==> config.mk <==
export PLATFORM = sky130hd
export DESIGN_NAME = logic_unit_seq
export DESIGN_NICKNAME = d
export VERILOG_FILES = /design/src/rtl/logic_unit_seq.sv
export SDC_FILE = /design/constraint.sdc
export NUM_CORES = 1
export LEC_CHECK = 0
export CAP_MARGIN = 5
export CORE_UTILIZATION = 55
export DETAILED_ROUTE_END_ITERATION = 12
export GPL_ROUTABILITY_DRIVEN = 0
export PLACE_DENSITY = 0.79
export SETUP_SLACK_MARGIN = 0.02
export SLEW_MARGIN = 20
export SYNTH_ARGS = -nofsm -noshare
export SYNTH_HDL_FRONTEND = slang
export SYNTH_SLANG_ARGS = --single-unit
==> constraint.sdc <==
create_clock -name clk -period 3 [get_ports clk]
set_clock_uncertainty 0.2 [all_clocks]
set_input_delay 0.6 -clock clk [delete_from_list [all_inputs] [get_ports clk]]
set_output_delay 0.6 -clock clk [all_outputs]
set_load 0.05 [all_outputs]
==> src/rtl/logic_unit_seq.sv <==
// logic_unit_seq: slice-serial bitwise logic unit (AND/OR/XOR/NOR/NAND/XNOR/NOT/ANDN).
// Latches Ra/Rb/op on an accepted start, then computes SLICE result bits per clock
// (LSB slice first). The full result is published on Rz only at the completing edge.
// Latency: N = WIDTH/SLICE cycles of busy, then a one-cycle done pulse. A start
// raised in the done cycle is accepted back-to-back. A start raised while busy is dropped.
// Ports:
//   clk    rising-edge clock
//   clr_n  synchronous active-low reset
//   start  request an operation (accepted when not busy)
//   op     opcode, sampled with start
//   Ra     operand A, sampled with start
//   Rb     operand B, sampled with start
//   Rz     last completed result
//   busy   operation in progress
//   done   one-cycle pulse when Rz/zero were just updated
//   zero   last completed result == 0
module logic_unit_seq #(
  parameter int WIDTH = 32,
  parameter int SLICE = 8
) (
  input  logic             clk,
  input  logic             clr_n,
  input  logic             start,
  input  logic [2:0]       op,
  input  logic [WIDTH-1:0] Ra,
  input  logic [WIDTH-1:0] Rb,
  output logic [WIDTH-1:0] Rz,
  output logic             busy,
  output logic             done,
  output logic             zero
);

  localparam int N  = WIDTH / SLICE;
  localparam int CW = (N > 1) ? $clog2(N) : 1;

  typedef enum logic [1:0] {
    S_IDLE = 2'd0,
    S_RUN  = 2'd1,
    S_DONE = 2'd2
  } state_t;

  state_t           r_state;
  state_t           w_state_nxt;
  logic             w_accept;
  logic             w_last;

  logic [CW-1:0]    r_cnt;
  logic [2:0]       r_op;
  logic [WIDTH-1:0] r_a;
  logic [WIDTH-1:0] r_b;
  logic [WIDTH-1:0] r_work;
  logic [WIDTH-1:0] r_rz;
  logic             r_zero;
  logic             r_busy;
  logic             r_done;

  logic [WIDTH-1:0] w_full;
  logic [WIDTH-1:0] w_work_nxt;

  // Full-width function of the latched operands; only the current slice of it
  // is committed into the work register each cycle.
  always_comb begin
    w_full = '0;
    case (r_op)
      3'b000:  w_full = r_a & r_b;
      3'b001:  w_full = r_a | r_b;
      3'b010:  w_full = r_a ^ r_b;
      3'b011:  w_full = ~(r_a | r_b);
      3'b100:  w_full = ~(r_a & r_b);
      3'b101:  w_full = ~(r_a ^ r_b);
      3'b110:  w_full = ~r_a;
      default: w_full = r_a & ~r_b;
    endcase
  end

  // Merge slice r_cnt into the work register; constant part-select bases keep
  // the mux structure simple for every legal WIDTH/SLICE pair.
  always_comb begin
    w_work_nxt = r_work;
    for (int s = 0; s < N; s++) begin
      if (CW'(s) == r_cnt) begin
        w_work_nxt[s*SLICE +: SLICE] = w_full[s*SLICE +: SLICE];
      end
    end
  end

  assign w_last = (r_cnt == CW'(N - 1));

  always_comb begin
    w_state_nxt = r_state;
    w_accept    = 1'b0;
    case (r_state)
      S_IDLE: begin
        if (start) begin
          w_state_nxt = S_RUN;
          w_accept    = 1'b1;
        end
      end
      S_RUN: begin
        if (w_last) begin
          w_state_nxt = S_DONE;
        end
      end
      S_DONE: begin
        if (start) begin
          w_state_nxt = S_RUN;
          w_accept    = 1'b1;
        end else begin
          w_state_nxt = S_IDLE;
        end
      end
      default: w_state_nxt = S_IDLE;
    endcase
  end

  always_ff @(posedge clk) begin
    if (!clr_n) begin
      r_state <= S_IDLE;
      r_cnt   <= '0;
      r_op    <= '0;
      r_a     <= '0;
      r_b     <= '0;
      r_work  <= '0;
      r_rz    <= '0;
      r_zero  <= 1'b0;
      r_busy  <= 1'b0;
      r_done  <= 1'b0;
    end else begin
      r_state <= w_state_nxt;
      // busy/done are decoded from the next state so they are flops, not logic on r_state.
      r_busy  <= (w_state_nxt == S_RUN);
      r_done  <= (w_state_nxt == S_DONE);
      if (w_accept) begin
        r_op   <= op;
        r_a    <= Ra;
        r_b    <= Rb;
        r_cnt  <= '0;
        r_work <= '0;
      end else if (r_state == S_RUN) begin
        r_work <= w_work_nxt;
        if (w_last) begin
          // Publish including the slice computed on this same edge.
          r_rz   <= w_work_nxt;
          r_zero <= (w_work_nxt == '0);
        end else begin
          r_cnt <= r_cnt + 1'b1;
        end
      end
    end
  end

  assign Rz   = r_rz;
  assign zero = r_zero;
  assign busy = r_busy;
  assign done = r_done;

endmodule

=== After elaboration in Yosys (flattened, before gate mapping) ===
Cells that the tools add are included.

* Bits of input ports: 70
* Word-level logic and storage cells: 56
* Bits in registers: 138

* Bitwise logic cells: 12
* $add $sub $neg: 1
* Reductions and logical operators: 8
* Mux-type cells: 11
* Equal/unequal tests: 14

{| class="wikitable"
|+ Operators with widths
! cell !! count
|-
| case mux 32 bit (7 select lines) || 1
|-
| NOT 32 bit || 5
|-
| AND 32 bit || 2
|-
| zero test 32 bit || 1
|-
| 2-to-1 mux 8 bit || 4
|-
| bitwise OR 32 bit || 1
|-
| XOR 32 bit || 1
|-
| == test 3 bit, second input constant || 3
|-
| == test 2 bit, second input constant || 3
|-
| == test 3 x 2 -> 1 bit, second input constant || 2
|-
| case mux 2 bit (3 select lines) || 1
|-
| == test 2 x 1 -> 1 bit, second input constant || 2
|-
| == test 2 bit, first input constant || 2
|-
| zero test 2 bit || 2
|-
| 2-to-1 mux 2 bit || 2
|-
| OR reduction 2 bit || 2
|-
| == test 3 x 1 -> 1 bit, second input constant || 1
|-
| zero test 3 bit || 1
|-
| 2-to-1 mux 1 bit || 3
|-
| NOT 1 bit || 3
|-
| AND reduction 3 bit || 1
|-
| adder 2 x 1 -> 2 bit, second input constant || 1
|-
| == test 1 x 2 -> 1 bit, first input constant || 1
|-
| AND reduction 2 bit || 1
|}

=== Depth between registers and ports, before layout ===
Gate-level depths: netlist (run 1).

* Word-level depth: 5
* Depth in mapped cells: 12
* Depth with buffers taken out: 9

=== Worst setup path after synthesis (run 1) ===
No wires, ideal clock.

* Path kind: register to register
* Start: register r_a[10]
* End: register r_zero (netlist: zero)
* Setup slack: 377 ps
* Buffers on the path: 0
* Stages on the path, launching flop included: 10
* Data arrival time: 2354 ps
* Required time: 2731 ps
* Path through: dfxtp_1 inv_1 ha_1 mux2_4 a222oi_1 a21oi_1 a21oi_2 or3b_1 or4_1 o21ai_1

* Word-level cells in the longest chain between the ends: 5
* Elaborated cells between the ends (all ways): 11

{| class="wikitable"
|+ Ends and longest elaborated chain
! item !! RTL line !! RTL
|-
| start: declaration || 49 || <nowiki>logic [WIDTH-1:0] r_a;</nowiki>
|-
| start signal: assignment || 135 || <nowiki>r_a <= Ra;</nowiki>
|-
| XOR 32 bit, or another cell as far along || 67, 70 ||
|-
| NOT 32 bit (on tied branches) || 70, 68, 69 ||
|-
| case mux 32 bit (7 select lines) (*) || 64 || <nowiki>case (r_op)</nowiki>
|-
| 2-to-1 mux 8 bit (*) || 81 || <nowiki>if (CW'(s) == r_cnt) begin</nowiki>
|-
| zero test 32 bit (*) || 144 || <nowiki>r_zero <= (w_work_nxt == '0);</nowiki>
|-
| end signal: assignment || 144 ||
|-
| end: declaration || 53 || <nowiki>logic r_zero;</nowiki>
|}

Every way passes the cells marked *; elsewhere a longest branch is shown, timed or not.
A chain may end at the register's enable or synchronous reset.

=== Worst setup path after layout (run 1) ===
Ends and elaborated chain as after synthesis.

==> impl_metrics.csv, run 1 <==
group,metric,value,unit
status,outcome,"complete, no violations",
global_routing,grt_pass1_vias,7589,
cells_and_area,regArea,0.00275,mm²
timing,worst_pin_slew,0.853,ns
detailed_routing,avgViaCountPerCell,5.67,
yosys,syn-num-nets,1273,
timing,hold_viol_final,0,
clocking,cts_tree,"done",
clocking,cts_sinks,137,
detailed_routing,drc_errors,0,
power_and_ir_drop,cellPowerDensity,482,mW/mm²
worst_setup_path,arrival,2.95,ns
floorplan,dieWidth,130,µm
yosys,yosys_warnings,0,
yosys,syn_area_per_cell,8.11,µm²
global_routing,antenna_found_initial,0,
worst_setup_path,cp_top_family,"simple AND/OR/NAND/NOR gates",
placement,io_buffer_count,104,
floorplan,die-area,0.0168,mm²
worst_setup_path,cp_data_required_time,3.16,ns
worst_setup_path,slowest_stage,"or4_1",
global_routing,overflow,0,
placement,dp_slack,0.238,ns
floorplan,ioPinCount,105,
timing,final_max_slew_viol_count,0,
yosys,synth_seq_cells,137,
timing,fin_ws,0.214,ns
detailed_routing,vias,8111,
worst_hold_path,hold_class,"reg2reg",
worst_setup_path,crit_path_max_incr_delay,0.48,ns
timing,setup_viol,0,
global_routing,grt_use_total,0.293,
yosys,synth_edf_count,0,
timing,grt_setup_unrepaired,"false",
power_and_ir_drop,power,0.00531,W
placement,dp_hpwl,16.6,mm
worst_setup_path,path_class,"reg2reg",
placement,postPlaceCellArea,0.0103,mm²
timing,fin_setup_tns,0,ns
clocking,clockRootBuffer,"clkbuf_16",
worst_setup_path,crit_chain,"inv_1 -> ha_1 -> mux2_4 -> a222oi_1 -> a21oi_1 -> a21oi_2 -> or3b_1 -> or4_1 -> o21ai_1",
cells_and_area,fillers,1315,
floorplan,die_y,130,µm
clocking,clk_pin_slew_worst_paths,0.06,ns
floorplan,core.rowCount,46,
worst_setup_path,start_kind,"flip-flop",
cells_and_area,antenna_cells,0,
cells_and_area,multi_input_comb_area,0.00556,mm²
yosys,synthArstFlopShare,0,
job,cap_violations,0,
floorplan,start_util,0.563,
global_routing,grt_pass1_wl,38.3,mm
detailed_routing,drt_iter0_drc,743,
yosys,syn_area,0.00895,mm²
cells_and_area,drive_above_1_share,0.105,
floorplan,core_area,0.0159,mm²
timing,min_period,2.79,ns
worst_setup_path,crit_fanout,5,
detailed_routing,first_pass_iters,6,
yosys,ys_seq_area_frac,0.306,
power_and_ir_drop,p_leak,4.32,nW
yosys,synth_flop_cell,"dfxtp_1",
detailed_routing,ant_nets,0,
timing,fmax,0.359,GHz
timing,fin_crit_sh,0.929,
timing,slew_headroom,0.431,
cells_and_area,final_cell_mix,"nand2_1, dfxtp_1, clkdlybuf4s50_1",
cells_and_area,mostFrequentLayoutCell,"nand2_1",
global_routing,grt_max_degree,69,
yosys,syn_inst,1103,
cells_and_area,final_nets,1371,
clocking,cts_hold_buf,0,
clocking,insertion_delay,0.43,ns
yosys,yosysUniqueCellTypes,65,
detailed_routing,wirelength,23.3,mm
cells_and_area,fin_util,0.694,
cells_and_area,design_area,0.0110,mm²
detailed_routing,wl_per_cell,16.3,µm
worst_setup_path,worstSetupEndpointType,"flip-flop",
clocking,max-clock-path-buffers,2,
power_and_ir_drop,ir_drop,0.412,mV
clocking,h-tree-depth,4,
cells_and_area,syn2layout_area_growth,23.2,%
worst_setup_path,cp_num_buf_inv,1,
clocking,numCtsBuffers,17,
[kinds of logic after synthesis]
family | synth area share
compound gates | 0.225
xor+xnor | 0.0137
fa+ha+maj | 0.140
buf+inv | 0.0742
flops | 0.306
mux | 0.0687
simple gates | 0.172
[tightest hold or removal path, stage by stage, from the launching register on]
cell and delay, ns:
dfxtp_1 0.31, nand2_1 0.05, a21oi_1 0.05
[per-layer routing]
metal,global-route usage,wire length (µm),vias to the layer above
met2,0.460,10400,302
met1,0.397,10700,3791
li1,-,-,3969
met4,0.121,600,0
met3,0.0545,1590,49
met5,0,0,-
[cell type report]
| cell class | count | area share |
|---|---|---|
| inverters | 71 | 0.0242 |
| clock buffers | 19 | 0.0411 |
| multi-input cells | 814 | 0.504 |
| repair buffers | 160 | 0.135 |
| clock inverters | 13 | 0.0217 |
| well taps | 216 | 0.0245 |
| flip-flops and latches | 137 | 0.249 |
[timing repair]
item                       in CTS  in global routing
gates resized for setup         0                  1
buffers inserted                0                  0
setup endpoints to repair       0                  1
[state kept, by name, summed over array words and instances (netlist names)]
name,flops
Rz,32
r_work,31
done,1
r_b,32
r_state,2
r_a,32
zero,1
r_op,3
busy,1
r_cnt,2
[metrics by stage]
step | cells | hold slack, ns
after floorplan | 1103 | 0.231
after global placement | 1398 | 0.238
after detailed placement | 1398 | 0.246
after CTS | 1430 | 0.255
after global routing | 1430 | 0.276
final | 1430 | 0.256
[where the power goes]
part,internal (W),switching [W],total [W]
clock network,0.00161,0.000851,0.00246
registers,0.00189,0.0000819,0.00197
logic,0.000404,0.000473,0.000877
total,0.00391,0.00141,0.00531
[worst paths after layout]
| kind | startpoint | endpoint | slack (ns) | cells past startpoint |
|---|---|---|---|---|
| max reg2reg | r_a[10]$_SDFFE_PN0P_ | zero$_SDFFE_PN0P_ | 0.21 | 9 |
| min reg2reg | r_work[27]$_SDFFE_PP0N_ | r_work[27]$_SDFFE_PP0N_ | 0.26 | 2 |
| min | r_work[27]$_SDFFE_PP0N_ | r_work[27]$_SDFFE_PP0N_ | 0.26 | 2 |
| max | r_a[10]$_SDFFE_PN0P_ | zero$_SDFFE_PN0P_ | 0.21 | 9 |
[synthesized netlist by cell type, drive strengths merged (4+ instances only)]
cell     count  share of area
a211oi      18          0.015
a21oi       53          0.030
nor2        43          0.018
xor2         4         0.0039
nand2      240           0.10
mux2        25          0.032
mux2i       28          0.031
nand3        6         0.0034
o21a         4         0.0034
a21boi      90          0.076
nor2b       16          0.011
o22ai       17          0.012
xnor2       10         0.0098
dfxtp      137           0.31
nand2b      13         0.0091
a221oi       6         0.0066
o21ai       37          0.021
inv         70          0.029
clkbuf      56          0.024
a221o        7         0.0078
o2111ai      4         0.0046
o211ai       4         0.0034
a31oi        5         0.0035
nand4        5         0.0035
a22oi        9         0.0081
and2        11         0.0077
o221ai       6         0.0059
o211a        6         0.0067
buf         25          0.021
o22a         5         0.0049
ha         100           0.14
a32oi        4         0.0039
(Power assumes the default switching activity.)
==> run 2, diff against run 1 <==
Settings changed: CORE_ASPECT_RATIO set to 1.4, CTS_CLUSTER_SIZE set to 25.
==> run 2 against run 1 <==
Effect of this change:
- total power decreased by 8.4%
- worst hold slack got worse by 0.0036 ns
- sequential share of layout area increased by 0.40 points
- critical path depth unchanged
- worst setup slack got worse by 0.093 ns
- combinational power decreased by 2%
- first-iteration DRC count decreased by 16%
- sequential power about the same
- register-to-register slack got worse by 0.09 ns
- global-route usage decreased by 0.84 points
- critical path type unchanged
- critical endpoint unchanged
- largest cell class unchanged
- largest power group unchanged
==> impl_metrics.csv, run 2 (synthesized netlist as in run 1, its figures left out) <==
group,metric,value,unit
status,outcome,"complete, no violations",
worst_setup_path,worstSetupEndpointType,"flip-flop",
global_routing,overflow,0,
global_routing,grt_max_degree,68,
detailed_routing,wirelength,22.9,mm
detailed_routing,ant_nets,0,
cells_and_area,fin_util,0.690,
floorplan,ioPinCount,105,
worst_setup_path,critPathLaunch,"r_a[30]$_SDFFE_PN0P_",
detailed_routing,first_pass_iters,6,
clocking,max-clock-path-buffers,2,
clocking,insertion_delay,0.42,ns
worst_setup_path,arrival,3.02,ns
clocking,cts_tree,"done",
timing,fin_crit_sh,0.960,
clocking,clk_pin_slew_worst_paths,0.06,ns
floorplan,die-area,0.0168,mm²
cells_and_area,mostFrequentLayoutCell,"nand2_1",
job,cap_violations,0,
worst_setup_path,rr_startpoint,"r_a[30]$_SDFFE_PN0P_",
cells_and_area,layoutNonFillerInstCount,1405,
worst_setup_path,crit_path_end,"zero$_SDFFE_PN0P_",
worst_setup_path,crit_path_max_incr_delay,0.56,ns
power_and_ir_drop,cellPowerDensity,448,mW/mm²
worst_hold_path,hold_class,"reg2reg",
placement,io_buffer_count,104,
global_routing,grt_use_total,0.285,
placement,dp_cells,1373,
clocking,clockRootBuffer,"clkbuf_16",
timing,grt_setup_unrepaired,"false",
power_and_ir_drop,ir_drop,0.334,mV
timing,fin_setup_tns,0,ns
global_routing,grt_pass1_wl,37.6,mm
worst_setup_path,crit_chain,"inv_1 -> ha_1 -> mux2_1 -> a222oi_1 -> a21oi_1 -> nor2_1 -> nand4_1 -> or4_1 -> o21ai_1",
timing,fmax,0.347,GHz
detailed_routing,drc_errors,0,
worst_setup_path,path_class,"reg2reg",
global_routing,grt_pass1_vias,7550,
cells_and_area,final_cell_mix,"nand2_1, dfxtp_1, clkdlybuf4s50_1",
floorplan,start_util,0.568,
worst_setup_path,cp.depth,9,
clocking,h-tree-depth,4,
detailed_routing,avgViaCountPerCell,5.70,
cells_and_area,syn2layout_area_growth,21.4,%
worst_setup_path,r2r-end,"zero$_SDFFE_PN0P_",
clocking,cts_sinks,137,
worst_setup_path,start_kind,"flip-flop",
worst_setup_path,crit_fanout,5,
timing,slew_headroom,0.521,
detailed_routing,drt_iter0_drc,627,
timing,worst_pin_slew,0.719,ns
timing,min_period,2.88,ns
worst_setup_path,cp_top_family,"simple AND/OR/NAND/NOR gates",
detailed_routing,wl_per_cell,16.3,µm
floorplan,dieWidth,110,µm
clocking,numCtsBuffers,17,
timing,hold_viol_final,0,
power_and_ir_drop,p_leak,4.24,nW
clocking,cts_setup_buffers,0,
cells_and_area,drive_above_1_share,0.101,
cells_and_area,antenna_cells,0,
cells_and_area,final_nets,1366,
worst_setup_path,reg2regPathDepth,9,
power_and_ir_drop,power,0.00486,W
timing,final_max_slew_viol_count,0,
global_routing,antenna_found_initial,0,
timing,setup_viol,0,
worst_setup_path,r2r_setup_slack,0.12,ns
worst_setup_path,cp_num_buf_inv,1,
floorplan,core_area,0.0157,mm²
placement,dp_hpwl,16.4,mm
detailed_routing,vias,8006,
worst_setup_path,cp_data_required_time,3.14,ns
floorplan,die_y,153,µm
floorplan,core.rowCount,54,
worst_setup_path,slowest_stage,"or4_1",
[run 2: cell count changes in the layout (fill, tap and decap cells not counted), moves of 2 or more]
| cell | previous run | this run |
|---|---|---|
| bufinv_16 | 6 | 1 |
| dfxtp_1 | 136 | 134 |
| dfxtp_2 | 0 | 2 |
| clkinv_2 | 0 | 3 |
| buf_4 | 53 | 46 |
| buf_12 | 3 | 5 |
[run 2: layout make-up]
cell class	instances	area, µm²
Timing Repair Buffer	155	1480
Sequential cell	137	2750
Multi-Input combinational cell	814	5550
Clock inverter	13	120
Clock buffer	19	443
Fill cell	1287	4880
Tap cell	196	245
Inverter	71	267
[run 2: how the worst min path moves through the flow]
| stage | depth (start not counted) | end | from |
|---|---|---|---|
| after floorplan | 2 | r_work[29]$_SDFFE_PP0N_ | r_work[29]$_SDFFE_PP0N_ |
| after global placement | 2 | r_work[26]$_SDFFE_PP0N_ | r_work[26]$_SDFFE_PP0N_ |
| after detailed placement | 2 | r_work[26]$_SDFFE_PP0N_ | r_work[26]$_SDFFE_PP0N_ |
| after CTS | 2 | r_work[26]$_SDFFE_PP0N_ | r_work[26]$_SDFFE_PP0N_ |
| after global routing | 2 | r_work[26]$_SDFFE_PP0N_ | r_work[26]$_SDFFE_PP0N_ |
| final | 2 | r_work[26]$_SDFFE_PP0N_ | r_work[26]$_SDFFE_PP0N_ |
[run 2: routing by layer]
| layer | vias up | global-route usage | routed length [µm] |
|---|---|---|---|
| met5 | - | 0 | 0 |
| met1 | 3660 | 0.382 | 10100 |
| met2 | 336 | 0.442 | 10500 |
| met3 | 61 | 0.0384 | 1320 |
| li1 | 3949 | - | - |
| met4 | 0 | 0.143 | 911 |
[run 2: stage by stage]
| stage | hold WS (ns) | instance area, µm² | setup slack, ns |
|---|---|---|---|
| finish | 0.252 | 10900 | 0.121 |
| global route | 0.268 | 10900 | 0.0454 |
| CTS | 0.253 | 10900 | 0.0802 |
| detailed placement | 0.244 | 10300 | 0.176 |
| global placement | 0.236 | 10300 | 0.226 |
| floorplan | 0.231 | 8950 | 0.377 |
[run 2: worst register-to-register path, stage by stage (launching register included)]
cell	delay, ns
dfxtp_1	0.40
inv_1	0.07
ha_1	0.30
mux2_1	0.31
a222oi_1	0.34
a21oi_1	0.21
nor2_1	0.14
nand4_1	0.13
or4_1	0.56
o21ai_1	0.15
[run 2: report_power, final]
part	switching [W]	total (W)	internal, W
Sequential	0.0000852	0.00197	0.00189
Clock	0.000861	0.00203	0.00117
Combinational	0.000461	0.000861	0.000400
Total	0.00141	0.00486	0.00346
[run 2: repair_timing]
| item | in CTS | in global routing |
|---|---|---|
| setup endpoints to repair | 0 | 1 |
| hold buffers | 0 | 0 |
| resized for setup | 0 | 2 |
==> run 3, diff against run 2 <==
Settings changed: PLACE_DENSITY 0.79 to 0.84.
==> run 3 against run 2 <==
Effect of this change:
- first-iteration DRC count shrank 1.6%
- flip-flop and latch count stayed put
- count of clock-buffer cells in the layout is 1 lower
- via count up 0.84%
- die area did not move
- total power grew 2.8%
- clock power up 8%
- combinational power decreased by 2%
- critical endpoint unchanged
==> impl_metrics.csv, run 3 (synthesized netlist as in run 1, its figures left out) <==
group,metric,value,unit
job,cap_violations,0,
worst_setup_path,start_kind,"flip-flop",
worst_setup_path,r2r_setup_slack,0.18,ns
detailed_routing,first_pass_iters,6,
worst_setup_path,crit_chain,"inv_1 -> ha_1 -> mux2_1 -> a222oi_1 -> a21oi_1 -> nor2_1 -> nand4_1 -> or4_1 -> o21ai_1",
clocking,cts_tree,"done",
clocking,cts_setup_buffers,0,
global_routing,antenna_found_initial,0,
timing,fin_setup_tns,0,ns
status,outcome,"complete, no violations",
global_routing,grt_use_total,0.283,
cells_and_area,final_cell_mix,"nand2_1, dfxtp_1, clkdlybuf4s50_1",
power_and_ir_drop,ir_drop,0.381,mV
timing,grt_setup_unrepaired,"false",
detailed_routing,vias,8073,
cells_and_area,syn2layout_area_growth,20.4,%
clocking,cts_hold_buf,0,
floorplan,ioPinCount,105,
detailed_routing,ant_nets,0,
timing,fin_crit_sh,0.939,
worst_hold_path,hold_depth,2,
timing,final_max_slew_viol_count,0,
timing,setup_viol,0,
detailed_routing,wirelength,22.7,mm
detailed_routing,drt_iter0_drc,617,
floorplan,die-area,0.0168,mm²
placement,io_buffer_count,104,
clocking,clk_pin_slew_worst_paths,0.06,ns
global_routing,grt_pass1_vias,7764,
floorplan,dieWidth,110,µm
timing,slew_headroom,0.452,
worst_setup_path,path_class,"reg2reg",
global_routing,overflow,0,
detailed_routing,avgViaCountPerCell,5.81,
timing,worst_pin_slew,0.822,ns
floorplan,die_y,153,µm
worst_setup_path,crit_fanout,5,
worst_setup_path,crit_path_max_incr_delay,0.53,ns
cells_and_area,mostFrequentLayoutCell,"nand2_1",
placement,dp_hpwl,16.1,mm
detailed_routing,wl_per_cell,16.3,µm
clocking,numCtsBuffers,17,
worst_hold_path,hold_path.startpoint,"r_work[26]$_SDFFE_PP0N_",
clocking,insertion_delay,0.42,ns
floorplan,core.rowCount,54,
worst_setup_path,reg2regPathDepth,9,
worst_setup_path,slowest_stage,"or4_1",
cells_and_area,fin_util,0.684,
detailed_routing,drc_errors,0,
global_routing,grt_max_degree,70,
timing,min_period,2.82,ns
worst_hold_path,hold_class,"reg2reg",
floorplan,start_util,0.568,
clocking,max-clock-path-buffers,2,
power_and_ir_drop,p_leak,4.18,nW
timing,hold_viol_final,0,
worst_setup_path,arrival,2.98,ns
clocking,clockRootBuffer,"clkbuf_16",
cells_and_area,drive_above_1_share,0.0889,
worst_setup_path,worstSetupEndpointType,"flip-flop",
worst_setup_path,rr_startpoint,"r_a[30]$_SDFFE_PN0P_",
cells_and_area,final_nets,1352,
clocking,h-tree-depth,4,
cells_and_area,antenna_cells,0,
power_and_ir_drop,cellPowerDensity,464,mW/mm²
worst_setup_path,cp_data_required_time,3.16,ns
global_routing,grt_pass1_wl,37.8,mm
clocking,cts_sinks,137,
floorplan,core_area,0.0157,mm²
worst_setup_path,critPathLaunch,"r_a[30]$_SDFFE_PN0P_",
timing,fmax,0.355,GHz
[run 3: cell count changes in the layout (fill, tap and decap cells not counted), sizes merged]
cell    delta
inv        -2
clkinv     -2
clkbuf     -1
bufinv     +3
buf       -14
[run 3: area by class of cell]
type	count	area (µm²)
multi-input cells	814	5560
fillers	1250	4970
flip-flops and latches	137	2750
repair buffers	141	1360
clock buffers	18	429
inverters	71	267
well taps	196	245
clock inverters	12	175
[run 3: final timing paths]
| kind | to |
|---|---|
| worst min register to register | r_work[26]$_SDFFE_PP0N_ |
| worst max-delay path | zero$_SDFFE_PN0P_ |
| worst min-delay path | r_work[26]$_SDFFE_PP0N_ |
| worst max register to register | zero$_SDFFE_PN0P_ |
[run 3: critical path, delay by kind of cell, from the launching register on]
| family | cells | cell delay, ns |
|---|---|---|
| compound gates | 3 | 0.68 |
| simple gates | 3 | 0.75 |
| fa+ha+maj | 1 | 0.31 |
| buf+inv | 1 | 0.08 |
| mux | 1 | 0.31 |
| flops | 1 | 0.41 |
[run 3: metal layers]
metal	vias to the layer above	track usage	wire (µm)
met2	377	0.444	10400
met5	-	0	0
li1	3914	-	-
met1	3711	0.368	9870
met4	0	0.145	870
met3	71	0.0482	1560
[run 3: where the power goes]
part	switching (W)	internal (W)
Clock	0.000809	0.00138
Sequential	0.0000804	0.00189
Combinational	0.000461	0.000381
Total	0.00135	0.00365
[run 3: timing repair]
| action | 4_1_cts | 5_1_grt |
|---|---|---|
| resized for setup | 0 | 3 |
| endpoints found under the setup margin | 0 | 1 |
| hold endpoints to repair | 0 | 0 |
[run 3: per-stage QoR]
stage	cell area [µm²]	cells	setup slack [ns]	hold WS [ns]	power [W]
floorplan	8950	1103	0.377	0.231	0.00254
global placement	10200	1359	0.242	0.238	0.00279
detailed placement	10200	1359	0.209	0.247	0.00282
CTS	10800	1389	0.175	0.251	0.00499
global route	10800	1389	0.0300	0.279	0.00519
finish	10800	1389	0.182	0.250	0.00500
